===== src/rtl/fifo_sync_param.sv =====
// Parametrised single-clock FIFO. Flags come from the registered count, reads
// have one cycle of latency, and refused requests raise registered error pulses.
module fifo_sync_param #(
  parameter int WIDTH    = 8,
  parameter int DEPTH    = 16,
  parameter int AF_LEVEL = 12,
  parameter int AE_LEVEL = 4,
  localparam int AW      = $clog2(DEPTH),
  localparam int CW      = $clog2(DEPTH) + 1
) (
  input  logic             clk,
  input  logic             rst,
  input  logic [WIDTH-1:0] din,
  input  logic             wr,
  input  logic             rd,
  output logic [WIDTH-1:0] dout,
  output logic             full,
  output logic             empty,
  output logic             almost_full,
  output logic             almost_empty,
  output logic [CW-1:0]    count,
  output logic             overflow,
  output logic             underflow
);

  if (WIDTH < 1) begin : g_bad_width
    $error("fifo_sync_param: WIDTH must be >= 1");
  end
  if (DEPTH < 2 || (DEPTH & (DEPTH - 1)) != 0) begin : g_bad_depth
    $error("fifo_sync_param: DEPTH must be a power of two >= 2");
  end
  if (AF_LEVEL < 1 || AF_LEVEL > DEPTH) begin : g_bad_af
    $error("fifo_sync_param: AF_LEVEL must be in 1..DEPTH");
  end
  if (AE_LEVEL < 0 || AE_LEVEL > DEPTH - 1) begin : g_bad_ae
    $error("fifo_sync_param: AE_LEVEL must be in 0..DEPTH-1");
  end

  localparam logic [CW-1:0] FULL_CNT = CW'(DEPTH);
  localparam logic [CW-1:0] AF_CNT   = CW'(AF_LEVEL);
  localparam logic [CW-1:0] AE_CNT   = CW'(AE_LEVEL);

  logic [WIDTH-1:0] mem_q [DEPTH];
  logic [AW-1:0]    wptr_q, wptr_d;
  logic [AW-1:0]    rptr_q, rptr_d;
  logic [CW-1:0]    count_q, count_d;
  logic [WIDTH-1:0] dout_q, dout_d;
  logic             overflow_q, underflow_q;
  logic             wr_acc, rd_acc;

  // wr/rd are request strobes sampled on each rising edge against the
  // pre-edge occupancy: a write is taken only when not full, a read only when
  // not empty; a refused request is dropped and flagged on overflow/underflow
  // for one cycle after that edge.
  assign full         = (count_q == FULL_CNT);
  assign empty        = (count_q == '0);
  assign almost_full  = (count_q >= AF_CNT);
  assign almost_empty = (count_q <= AE_CNT);
  assign count        = count_q;
  assign dout         = dout_q;
  assign overflow     = overflow_q;
  assign underflow    = underflow_q;

  always_comb begin
    wr_acc  = wr & ~full;
    rd_acc  = rd & ~empty;
    wptr_d  = wptr_q;
    rptr_d  = rptr_q;
    count_d = count_q;
    dout_d  = dout_q;
    if (wr_acc) begin
      wptr_d = wptr_q + AW'(1);
    end
    if (rd_acc) begin
      rptr_d = rptr_q + AW'(1);
      dout_d = mem_q[rptr_q];
    end
    case ({wr_acc, rd_acc})
      2'b10:   count_d = count_q + CW'(1);
      2'b01:   count_d = count_q - CW'(1);
      default: count_d = count_q;
    endcase
  end

  always_ff @(posedge clk or negedge rst) begin
    if (!rst) begin
      wptr_q      <= '0;
      rptr_q      <= '0;
      count_q     <= '0;
      dout_q      <= '0;
      overflow_q  <= 1'b0;
      underflow_q <= 1'b0;
    end else begin
      wptr_q      <= wptr_d;
      rptr_q      <= rptr_d;
      count_q     <= count_d;
      dout_q      <= dout_d;
      overflow_q  <= wr & full;
      underflow_q <= rd & empty;
    end
  end

  // Storage is deliberately left unreset; the pointers decide what is valid.
  always_ff @(posedge clk) begin
    if (wr_acc) begin
      mem_q[wptr_q] <= din;
    end
  end

endmodule

===== config.mk =====
export PLATFORM = sky130hd
export DESIGN_NAME = fifo_sync_param
export DESIGN_NICKNAME = d
export VERILOG_FILES = /design/src/rtl/fifo_sync_param.sv
export SDC_FILE = /design/constraint.sdc
export NUM_CORES = 1
export LEC_CHECK = 0
export ABC_AREA = 1
export CELL_PAD_IN_SITES_DETAIL_PLACEMENT = 0
export CELL_PAD_IN_SITES_GLOBAL_PLACEMENT = 1
export CORE_ASPECT_RATIO = 0.75
export CORE_UTILIZATION = 43
export CTS_BUF_LIST = sky130_fd_sc_hd__clkbuf_16
export CTS_CLUSTER_SIZE = 24
export DETAILED_ROUTE_END_ITERATION = 6
export GPL_TIMING_DRIVEN = 0
export HOLD_SLACK_MARGIN = 0.06
export MAX_ROUTING_LAYER = met4
export PLACE_DENSITY = 0.83
export SLEW_MARGIN = 15
export SYNTH_ARGS = -nofsm -noshare
export SYNTH_HDL_FRONTEND = slang
export SYNTH_SLANG_ARGS = --single-unit

===== constraint.sdc =====
create_clock -name clk -period 2.1 [get_ports clk]
set_clock_uncertainty 0.1 [all_clocks]
set_input_delay 0.525 -clock clk [delete_from_list [all_inputs] [get_ports clk]]
set_output_delay 0.525 -clock clk [all_outputs]
set_load 0.005 [all_outputs]

# After elaboration in Yosys (flattened, before gate mapping)
# Memory sizes are Yosys's and may differ from the RTL's. A register that Yosys moved wholly into a read port is not among the register bits.
# Cells that the tools add are included.
word_totals:
  reg_bits: 15
  ram_bits: 128
  out_inout_bits: 19
  n_memories: 1
op_classes:
  n_addsub: 4
  n_lt_le_gt_ge: 2
  eq_ne: 3
  muxes: 3
  bitwise_logic: 6
  reduce_logical: 3
mem_list:
  columns: ["memory", "words", "word_bits", "read_ports", "rd_ports_with_merged_regs", "write_ports", "line_no", "source"]
  rows:
  - ["mem_q", 16, 8, 1, 1, 1, "43", "logic [WIDTH-1:0] mem_q [DEPTH];"]
op_table:
  columns: ["op", "n"]
  rows:
  - ["$pmux W5 S2", 1]
  - ["$add A4 B1 Y4 const B", 2]
  - ["$add A5 B1 Y5 const B", 1]
  - ["$eq A5 B5 Y1 const B", 1]
  - ["$ge A5 B4 Y1 const B", 1]
  - ["$le A5 B3 Y1 const B", 1]
  - ["$logic_not A5 Y1", 1]
  - ["$sub A5 B1 Y5 const B", 1]
  - ["$and A1 B1 Y1", 4]
  - ["$eq A2 B1 Y1 const B", 1]
  - ["$eq A2 B2 Y1 const B", 1]
  - ["$mux W1", 2]
  - ["$not A1 Y1", 2]
  - ["$reduce_bool A2 Y1", 1]
  - ["$logic_not A1 Y1", 1]

# Longest topological paths before layout
# Gate-level depths: netlist of run 1.
depth:
  ltp_word: 5
  depth_mapped: 16
  mapped_depth_nobuf: 15

# Worst setup path before layout of run 1
# OpenSTA, ideal clock, no wires.
synth_timing:
  kind: "flip-flop to flip-flop"
  start: "register count_q[4] (netlist: count[4])"
  end: "register count_q[4] (netlist: count[4])"
  setup_ns: 0.117
  arrival_ns: 2.069
  t_required_ns: 1.883
  slack_ns: -0.186
  stages_incl_launch_ff: 17
  n_path_buf: 1
  path_cell_list: "dfrtp_1 -> nor2_1 -> nand3_2 -> nand2_4 -> inv_2 -> buf_6 -> ha_1 -> xor2_1 -> ha_1 -> inv_1 -> nand2_1 -> nand3_1 -> nand2_1 -> nand2_1 -> nand2_1 -> nand2_1 -> nand2_1"
synth_via:
  elab_chain_len: 5
  word_cells_on_any_way: 12
synth_rtl:
  columns: ["item", "line_no", "source"]
  rows:
  - ["start: declaration", "46", "logic [CW-1:0] count_q, count_d;"]
  - ["start signal: assignment", "96", "count_q <= count_d;"]
  - ["$logic_not A5 Y1 *", "56", "assign empty = (count_q == '0);"]
  - ["$not A1 Y1 *", "66", "rd_acc = rd & ~empty;"]
  - ["$and A1 B1 Y1 *", "66", null]
  - ["net rd_acc", "49", "logic wr_acc, rd_acc;"]
  - ["$eq A2 B1 Y1 / $eq A2 B2 Y1 (equally long branches)", "78", "case ({wr_acc, rd_acc})"]
  - ["$pmux W5 S2 / $reduce_bool A2 Y1 (equally long branches)", null, null]
# Mark *: on every way through the listed nets, which the timed path passes. The rest lies on a longest branch.
# A chain may end at the register's enable or synchronous reset.

# Final worst setup path of run 1
layout_timing:
  start: "register count_q[0] (netlist: count[0])"
  end: "register count_q[4] (netlist: count[4])"
layout_via:
  elab_chain_len: 5
  word_cells_on_any_way: 12
layout_rtl:
  columns: ["item", "line_no"]
  rows:
  - ["$eq A5 B5 Y1 / $logic_not A5 Y1 (equally long branches)", "55, 56"]
  - ["$not A1 Y1, on equally long branches", "65, 66"]
  - ["$and A1 B1 Y1, on equally long branches", "65, 66"]
  - ["$eq A2 B1 Y1 / $eq A2 B2 Y1 (equally long branches)", "78"]
  - ["$pmux W5 S2 / $reduce_bool A2 Y1 (equally long branches)", null]
# Parallel ways exist; a longest one is shown, timed or not.

==> run metrics, run 1 <==
Yosys top cell area share roughly 57%; port buffer count 30; synth warn 0; Max Freq 0.462 GHz; post-DP HPWL approximately 11000 um; P_sw 4280 uW; Worst IR Drop VDD slightly below 700 uV; H-Tree Depth 4; final wirelength 16700 um; sequential fraction of the synthesis area between 60% and 70%; Synth Area in XOR/XNOR approximately 1.3%; number of remaining DRC errors 0; Final Cycle Share 103%; internal cell power 7140 uW; first-pass GRT wire length around 26000 um; CP most frequent cell nand2_1; final setup violation count 3; pwr dens around 1400 nW/um^2; deepest clock path buffer count 2; Max-Cap Viols 0; worst path cell trace nor2_4 > nand4_1 > nand2_2 > buf_6 > ha_4 > xor2_4 > ha_2 > inv_2 > nand2_4 > nand3_2 > nand3_1 > nand2_1 > nand2_1 > nand2_1; full die area about 16000 sq um; FILL cells roughly 1300; relative slew slack 40.5%; vias per cell 5.02; core area 15300 sq um; ANT nets after route 0; die height around 110 um; antenna cells 0; Initial Util 44.3%; I/O Pins 31; WS Path Type reg -> reg; Cell variety after synth 28; adder-cell share of the synthesized area about 1.5%; via count ~5000; pre-CTS WS -0.623 ns; Multi-input gate area between 2000 and 2500 sq um; Layout Utilization ~55%; Sequential Power Share about 34%; fin crit period 2.17 ns; Slew Viols, Final 0; RSZ-0062 raised after global routing true; routed len/inst ~17 um; CP required 2.31 ns; mux share of post-synthesis cell area 0%; CTS buffer count 17; clk sink count approximately 150; final worst setup slack -0.0667 ns; CTS tree yes; Worst Tran Pin Value 0.890 ns; Nets 770; clock latency on the worst-skew pair between 0.4 and 0.5 ns; Area contributors post-synth edfxtp_1 (57%), nand2_1 (12%), dfrtp_1 (8.5%); Clock power frac 24.5%; Hold Vio Cnt, Final 0; Layout area overhead 23.7%; Worst Hold Class reg -> reg; Reg area approximately 4400 sq um; worst path arrival time 2.38 ns; layout cells sized above 1 between 10% and 20%; GP Congestion ~0.86; Cells after Synth 676; grt ovf 0; Global Route Usage Sum between 20% and 30%; die span in x 147 um; initial antenna violation count 0; Post-Syn Area per Cell between 9 and 10 sq um; simple-gate portion of the synthesized area between 20% and 30%; first drt pass iteration count 7; post-synthesis compound-gate area fraction 0.666%; Synth Cell Area about 6800 sq um; Syn Nets between 600 and 700; clk slew on worst S/H paths roughly 0.060 ns; combinational family with the most area after synthesis simple AND/OR/NAND/NOR gates; Yosys top cell by area edfxtp_1; outcome finished with violations; root buf cell clkbuf_16; vias in the first global route between 4000 and 5000; Crit. End Element register; initial DRC count 427; Worst path slowest cell dfrtp_2; Pleak approximately 0.0037 uW; CP Launch Type register; Crit Path Max Fanout 3; Site Rows 39; failing checks negative setup slack; Net Sw Frac 37.5%; Logic pwr share between 40% and 50%; flops & latches, synth between 150 and 200; Worst path max stage delay 0.43 ns; largest net degree at the start of global routing 24
## flip-flops by register name, indices dropped and copies added, names as in the netlist
signal	count
rptr_q	4
underflow	1
mem_q	128
count	5
dout	8
overflow	1
wptr_q	4
## cells by family after synthesis
| family | Yosys count |
|---|---|
| flops | 151 |
| buf+inv | 145 |
| simple gates | 355 |
| xor+xnor | 10 |
| compound gates | 7 |
| fa+ha+maj | 8 |
## power groups by stage
stage               sequential (uW)  clock, uW  combinational [uW]
floorplan                      3960          0                2520
global placement               4000          0                3840
detailed placement             4010          0                3900
CTS                            3950       2830                4270
global route                   3980       2970                5160
finish                         3940       2800                4700
## repair_timing
action	4_1_cts	5_1_grt
hold buffers	0	1
resized for setup	55	41
setup endpoints to repair	136	128
hold endpoints to repair	0	23
buffers inserted	16	17
pin swaps	13	26
## area by class of cell
class                      count  area share (%)
sequential                   151            52.9
multi-input combinational    380            23.9
timing repair buffer          56            6.20
inverter                     119            5.48
clock buffer                  17            5.09
tap                          205            3.07
buffer                        25            1.95
clock inverter                15            1.33
## synth_stat cells
cell type	instances
nand2_1	222
edfxtp_1	128
inv_1	114
nand3_1	101
nor2_1	25
dfrtp_1	23
buf_2	13
xor2_1	9
ha_1	8
buf_6	6
buf_4	4
inv_2	3
clkbuf_1	2
clkinv_1	2
nand4_1	2
o21ai_1	2
a21boi_0	1
buf_1	1
nand2_2	1
nand2_4	1
nand3_2	1
nand3b_1	1
nor2_2	1
o21a_1	1
o21ai_0	1
o21ai_2	1
o22ai_1	1
xnor2_1	1
## metrics by stage
step	std cells	instance area (sq um)	hold WS, ns	total power [uW]	setup TNS (ns)
2_1_floorplan	676	6780	0.129	6490	-0.0649
3_3_place_gp	911	7340	0.370	7840	-63.11
3_5_place_dp	911	7340	0.371	7920	-69.74
4_1_cts	958	8200	0.385	11100	-1.89
5_1_grt	968	8360	0.418	12100	-0.829
6_report	968	8360	0.380	11400	-0.116
## worst max-delay path, delay by kind of cell (launching register included)
family                     cells  cell delay (ns)
DFF                            1             0.43
and+or+nand+nor                9             0.88
xor gates and xnor gates       1             0.16
adders and majority gates      2             0.34
buffers and inverters          2             0.15
## cell usage in the layout, fill, tap and decap left out, types with 7 or more instances in the layout
master	n
nand2_1	216
edfxtp_1	128
inv_1	116
nand3_1	99
clkdlybuf4s50_1	22
buf_4	21
nor2_4	19
dfrtp_1	18
clkbuf_16	17
buf_2	15
buf_6	13
inv_2	7
xor2_1	7
## path summary, 6_finish.rpt
path | startpoint | to | slack [ns] | cells after the start
setup / recovery | count[0]$_DFFE_PN0P_ | count[4]$_DFFE_PN0P_ | -0.07 | 14
hold / removal | dout[0]$_DFFE_PN0P_ | dout[0]$_DFFE_PN0P_ | 0.38 | 2
hold reg to reg | dout[0]$_DFFE_PN0P_ | dout[0]$_DFFE_PN0P_ | 0.38 | 2
max in group asynchronous | rst | count[0]$_DFFE_PN0P_ | 0.95 | 2
setup reg to reg | count[0]$_DFFE_PN0P_ | count[4]$_DFFE_PN0P_ | -0.07 | 14
min in group asynchronous | rst | underflow$_DFF_PN0_ | 0.54 | 2
## routing by layer
metal	wire length, um	track usage (%)	vias to the layer above
li1	-	-	2310
met1	7450	30.9	2337
met2	7520	31.8	188
met3	1460	6.49	23
met4	263	8.47	0
met5	0	-	-
Note: power is estimated with default switching activity, not from simulation.
==> inputs of run 2 (changes only) <==
- ABC_AREA: 1 -> not set
- CORE_UTILIZATION: 43 -> 47
- PLACE_DENSITY: 0.83 -> 0.82
==> run metrics, run 2 <==
post-route insts no fill 567 (-41%); clk sink count 151 (unchanged); vias per cell 5.55 (+11%); final setup violation count 6 (+3); Worst Tran Pin Value 0.658 ns (-0.232 ns); Site Rows 35 (-10%); most frequent cells in the layout edfxtp_1 (128), mux4_2 (32), clkdlybuf4s50_1 (23); final worst setup slack -0.357 ns (-0.290 ns); fin crit period 2.46 ns (+0.290 ns); hold_ws 0.400 ns (+0.0208 ns); Crit. End Element register; die span in x 133 um (-9.3%); root buf cell clkbuf_16; Syn Nets 338 (-51%); Async S/R FF share, synth 15.2% (unchanged); core area 12400 sq um (-19%); Crit Path Max Fanout 6 (+3); Worst IR Drop VDD 763 uV (+9.6%); I/O Pins 31 (unchanged); relative slew slack 56.0% (+16 points); sequential fraction of the synthesis area 72.9% (+7.5 points); first drt pass iteration count 6 (-1); Max Freq 0.407 GHz (-12%); most common cell in the netlist edfxtp_1; Most flops, register mem_q; H-Tree Depth 4 (unchanged); commonest non-fill, non-tap cell in the layout edfxtp_1; post-DP HPWL 7650 um (-31%); number of flops mapped to enable cells by yosys 128 (unchanged); port buffer count 30 (unchanged); die height 100 um (-9.2%); Slew Viols, Final 0 (unchanged); synth warn 0 (unchanged); Yosys top cell area share 63.4% (+6.5 points); Pleak 0.00266 uW (-28%); number of remaining DRC errors 0 (unchanged); CP required 2.30 ns (about the same); clk slew on worst S/H paths 0.06 ns (about the same); first-pass GRT wire length 19200 um (-27%); final wirelength 12300 um (-26%); GP Congestion 0.761 (-11%); Nets 406 (-47%); initial antenna violation count 1 (+1); ANT nets after route 0 (unchanged); Hold Vio Cnt, Final 0 (unchanged); clock latency on the worst-skew pair 0.42 ns (about the same); deepest clock path buffer count 2 (unchanged); placed cells 514 (-44%); initial DRC count 272 (-36%); Initial Util 48.8% (+4.5 points); outcome finished with violations; Cells after Synth 318 (-53%); routed len/inst 21.7 um (+26%); failing checks negative setup slack; vias in the first global route 3243 (-32%); pwr dens 1370 nW/um^2 (+0.38%); Hold Path Cell Cnt 2 (unchanged); Yosys top cell by area edfxtp_1; max reg flops 128 (unchanged); Layout area overhead 26.3%; via count 3149 (-35%); full die area 13400 sq um (-18%); Max-Cap Viols 0 (unchanged); Synth Cell Area 6060 sq um (-10%); layout cells sized above 1 37.3% (+21 points); Cell variety after synth 39 (+39%); WS Path Type reg -> reg; largest net degree at the start of global routing 24 (unchanged); Post-Syn Area per Cell 19.1 sq um (+91%); worst path arrival time 2.65 ns (+0.27 ns); CP Launch Type register; FILL cells 873 (-32%); top post-synthesis cells by count edfxtp_1 (128), mux4_2 (32), dfrtp_1 (23); Worst Hold Class reg -> reg; ys flop type edfxtp_1; flops & latches, synth 151 (unchanged); Global Route Usage Sum 21.3% (-1.3 points); RSZ-0062 raised after global routing true; Worst Reg-to-Reg Cells 10 (-4); CTS buffer count 17 (unchanged); Area contributors post-synth edfxtp_1 (63%), mux4_2 (12%), dfrtp_1 (9.5%); grt ovf 0 (unchanged); Final Cycle Share 117% (+14 points); CTS tree yes
run 2: cell count changes after synthesis, sizes merged, moves of 12 or more:
cell / before / now
nand3: 102 / 0
nand2: 224 / 19
inv: 117 / 5
nor2: 26 / 14
mux4: 0 / 32
mux2i: 0 / 16
buf: 24 / 11
run 2: layout make-up:
| type | instances | area, sq um | area share [%] |
|---|---|---|---|
| sequential | 151 | 4420 | 57.7 |
| multi-input combinational | 143 | 1780 | 23.3 |
| timing repair buffer | 55 | 543 | 7.09 |
| clock buffer | 17 | 425 | 5.55 |
| tap | 166 | 208 | 2.71 |
| clock inverter | 15 | 166 | 2.17 |
| buffer | 13 | 91.3 | 1.19 |
| inverter | 5 | 18.8 | 0.245 |
| antenna | 2 | 5.00 | 0.0653 |
run 2: power by group:
| group | leakage (uW) | switching [uW] | internal, uW |
|---|---|---|---|
| Clock | 0.000282 | 1230 | 1780 |
| Sequential | 0.00143 | 248 | 3730 |
| Combinational | 0.000943 | 1840 | 1690 |
run 2: stage by stage:
step                      power, uW  util, %  TNS [ns]  worst slack [ns]  area (sq um)
after floorplan                6000        -     -1.64            -0.531          6110
after global placement         6990     53.2    -91.50            -0.915          6620
after detailed placement       7080     53.2    -96.43            -0.950          6620
after CTS                     10500     61.0     -1.98            -0.416          7590
after global routing          11000     61.6     -2.32            -0.504          7660
final                         10500     61.6     -1.57            -0.357          7660
run 2: logic make-up (layout without fill, tap and decap cells):
kind of cell             after synthesis  count (layout)  share of synthesized area, %
flip-flops                           151             151                          72.9
buffers and inverters                 24             105                          2.02
adder cells (fa/ha/maj)                8               8                          1.65
AND/OR/NAND/NOR                       52              52                          4.19
XOR/XNOR                              13              13                          1.88
other                                  0               2                             0
multiplexers                          49              49                          14.7
AO/OA/AOI/OAI                         21              21                          2.68
run 2: repair_timing:
item,4_1_cts,5_1_grt
pin swaps,15,13
hold endpoints to repair,0,23
endpoints found under the setup margin,146,140
buffers inserted,28,2
resized for setup,64,18
hold buffers,0,1
run 2: per-layer routing:
layer  share of wire (%)  up-vias  track usage (%)  wire length [um]
met4                0.81        0             6.03               100
met3                 7.1        8             6.06               877
li1                    -     1397                -                 -
met5                   0        -                -                 0
met2                  46      103             30.3              5710
met1                  46     1641             30.1              5640
run 2: final timing paths:
check	start	endpoint	slack [ns]
max in group asynchronous	rst	count[0]$_DFFE_PN0P_	0.94
max	count[3]$_DFFE_PN0P_	count[4]$_DFFE_PN0P_	-0.36
min reg2reg	dout[2]$_DFFE_PN0P_	dout[2]$_DFFE_PN0P_	0.40
min	dout[2]$_DFFE_PN0P_	dout[2]$_DFFE_PN0P_	0.40
min in group asynchronous	rst	overflow$_DFF_PN0_	0.54
max reg2reg	count[3]$_DFFE_PN0P_	count[4]$_DFFE_PN0P_	-0.36
run 2: worst max-delay path, cell delays in order (launching register included):
cell and delay [ns]:
dfrtp_2 0.46, or4_4 0.52, o21ai_4 0.17, inv_2 0.07, ha_4 0.16, xor2_1 0.16
ha_2 0.19, and3b_1 0.17, o21ai_2 0.12, a21oi_2 0.07, xor2_1 0.14
==> inputs of run 3 (changes only) <==
- CTS_CLUSTER_SIZE: 24 -> not set
- GPL_TIMING_DRIVEN: 0 -> not set
==> run metrics, run 3 (synthesized netlist as in run 2, its figures left out) <==
outcome finished with violations; failing checks negative setup slack; antenna cells 0 (-2); Final Cycle Share 118% (+0.99 points); die height 100 um (unchanged); number of remaining DRC errors 0 (unchanged); final wirelength 12400 um (+0.22%); root buf cell clkbuf_16; port buffer count 30 (unchanged); worst path arrival time 2.68 ns (+0.03 ns); Crit. End Element register; Layout area overhead 29.1%; WS Path Type reg -> reg; Worst path max stage delay 0.57 ns (+0.05 ns); worst path cell trace or4_4 > o21ai_4 > inv_2 > ha_4 > xor2_1 > ha_2 > inv_1 > a32oi_2 > a21oi_2 > xor2_1; Slew Viols, Final 0 (unchanged); ANT nets after route 0 (unchanged); Max Freq 0.404 GHz (-0.84%); area of placed instances 6870 sq um (+3.7%); vias per cell 5.55 (about the same); Crit Path Max Fanout 3 (-3); relative slew slack 56.6% (+0.58 points); placed cells 540 (+5.1%); Hold Vio Cnt, Final 0 (unchanged); routed len/inst 21.3 um (-2.2%); GP Congestion 0.804 (+5.6%); CP Buf/Inv Count 2 (+1); first-pass GRT wire length 18600 um (-2.9%); post-route insts no fill 581 (+2.5%); CP required 2.30 ns (about the same); clock latency on the worst-skew pair 0.42 ns (about the same); Worst Reg-to-Reg Cells 10 (unchanged); final worst setup slack -0.378 ns (-0.0207 ns); H-Tree Depth 4 (unchanged); Design Area, Final 7830 sq um (+2.2%); layout cells sized above 1 39.0% (+1.7 points); vias in the first global route 3271 (+0.86%); CTS buffer count 17 (unchanged); RSZ-0062 raised after global routing true; post-DP HPWL 7680 um (+0.37%); CP Launch Type register; Worst Hold Class in -> async; Max-Cap Viols 0 (unchanged); first drt pass iteration count 4 (-2); die span in x 133 um (unchanged); initial antenna violation count 0 (-1); most frequent cells in the layout edfxtp_1 (128), buf_4 (41), mux4_2 (32); Initial Util 48.8% (unchanged); Pleak 0.00278 uW (+4.6%); fin crit period 2.48 ns (+0.0207 ns); grt ovf 0 (unchanged); Nets 422 (+3.9%); clk slew on worst S/H paths 0.06 ns (about the same); via count 3227 (+2.5%); largest net degree at the start of global routing 28 (+17%); core area 12400 sq um (unchanged); Crit path max-delay family simple AND/OR/NAND/NOR gates; I/O Pins 31 (unchanged); CP most frequent cell xor2_1; Worst IR Drop VDD 1100 uV (+44%); full die area 13400 sq um (unchanged); CTS tree yes; total number of cells along the worst setup path 10 (unchanged); pre-CTS WS -0.447 ns (+0.503 ns); max reg flops 128 (unchanged); Worst Tran Pin Value 0.649 ns (-0.00864 ns); commonest non-fill, non-tap cell in the layout edfxtp_1; Most flops, register mem_q; pwr dens 1390 nW/um^2 (+1.4%); final setup violation count 9 (+3); Worst path slowest cell or4_4; Global Route Usage Sum 20.3% (-0.95 points); Site Rows 35 (unchanged); initial DRC count 242 (-11%); deepest clock path buffer count 2 (unchanged); clk sink count 151 (unchanged)
-- run 3: cell count changes in the layout (fill, tap and decap cells not counted), moves of 4 or more --
cell and delta:
buf_4 +21, nor2_4 -9, nor2_1 +8, o221ai_1 -7, o221ai_2 +7, buf_6 +6
buf_2 -4, nand2_4 -4
-- run 3: cell type report --
type                            instances  area, sq um
Clock buffer                           17          425
Clock inverter                         15          210
Inverter                                5         18.8
Fill cell                             868         4610
Tap cell                              166          208
Timing Repair Buffer                   84          761
Sequential cell                       151         4420
Multi-Input combinational cell        143         1790
-- run 3: what timing repair did --
action / in CTS / in global routing
setup buffers: 6 / 4
resized for setup: 32 / 43
endpoints found under the setup margin: 12 / 62
pin swaps: 14 / 11
hold buffers: 0 / 0
-- run 3: per-stage QoR --
stage / util [%] / setup TNS [ns] / hold WS, ns / power, uW
2_1_floorplan: - / -1.64 / 0.129 / 6000
3_3_place_gp: 55.2 / -23.26 / 0.371 / 7130
3_5_place_dp: 55.2 / -24.84 / 0.379 / 7200
4_1_cts: 61.2 / -1.53 / 0.372 / 10600
5_1_grt: 63.0 / -2.66 / 0.398 / 11400
6_report: 63.0 / -1.71 / 0.371 / 10900
-- run 3: worst paths after layout --
check | start | to | slack [ns]
hold / removal | rst | count[4]$_DFFE_PN0P_ | 0.37
setup / recovery | count[2]$_DFFE_PN0P_ | count[4]$_DFFE_PN0P_ | -0.38
hold reg to reg | dout[6]$_DFFE_PN0P_ | dout[6]$_DFFE_PN0P_ | 0.40
min in group clk | dout[6]$_DFFE_PN0P_ | dout[6]$_DFFE_PN0P_ | 0.40
setup reg to reg | count[2]$_DFFE_PN0P_ | count[4]$_DFFE_PN0P_ | -0.38
max in group asynchronous | rst | dout[2]$_DFFE_PN0P_ | 1.27
-- run 3: power by group --
| part | switching (uW) | internal [uW] | total, uW |
|---|---|---|---|
| clock | 1170 | 2090 | 3260 |
| sequential | 338 | 3720 | 4060 |
| combinational | 1730 | 1840 | 3570 |
-- run 3: metal layers --
metal	vias to the layer above	track usage, %	share of wire, %
met1	1662	26.8	46
met4	0	7.52	2.0
met5	-	-	0
met2	111	30.5	46
li1	1430	-	-
met3	24	5.61	6.1
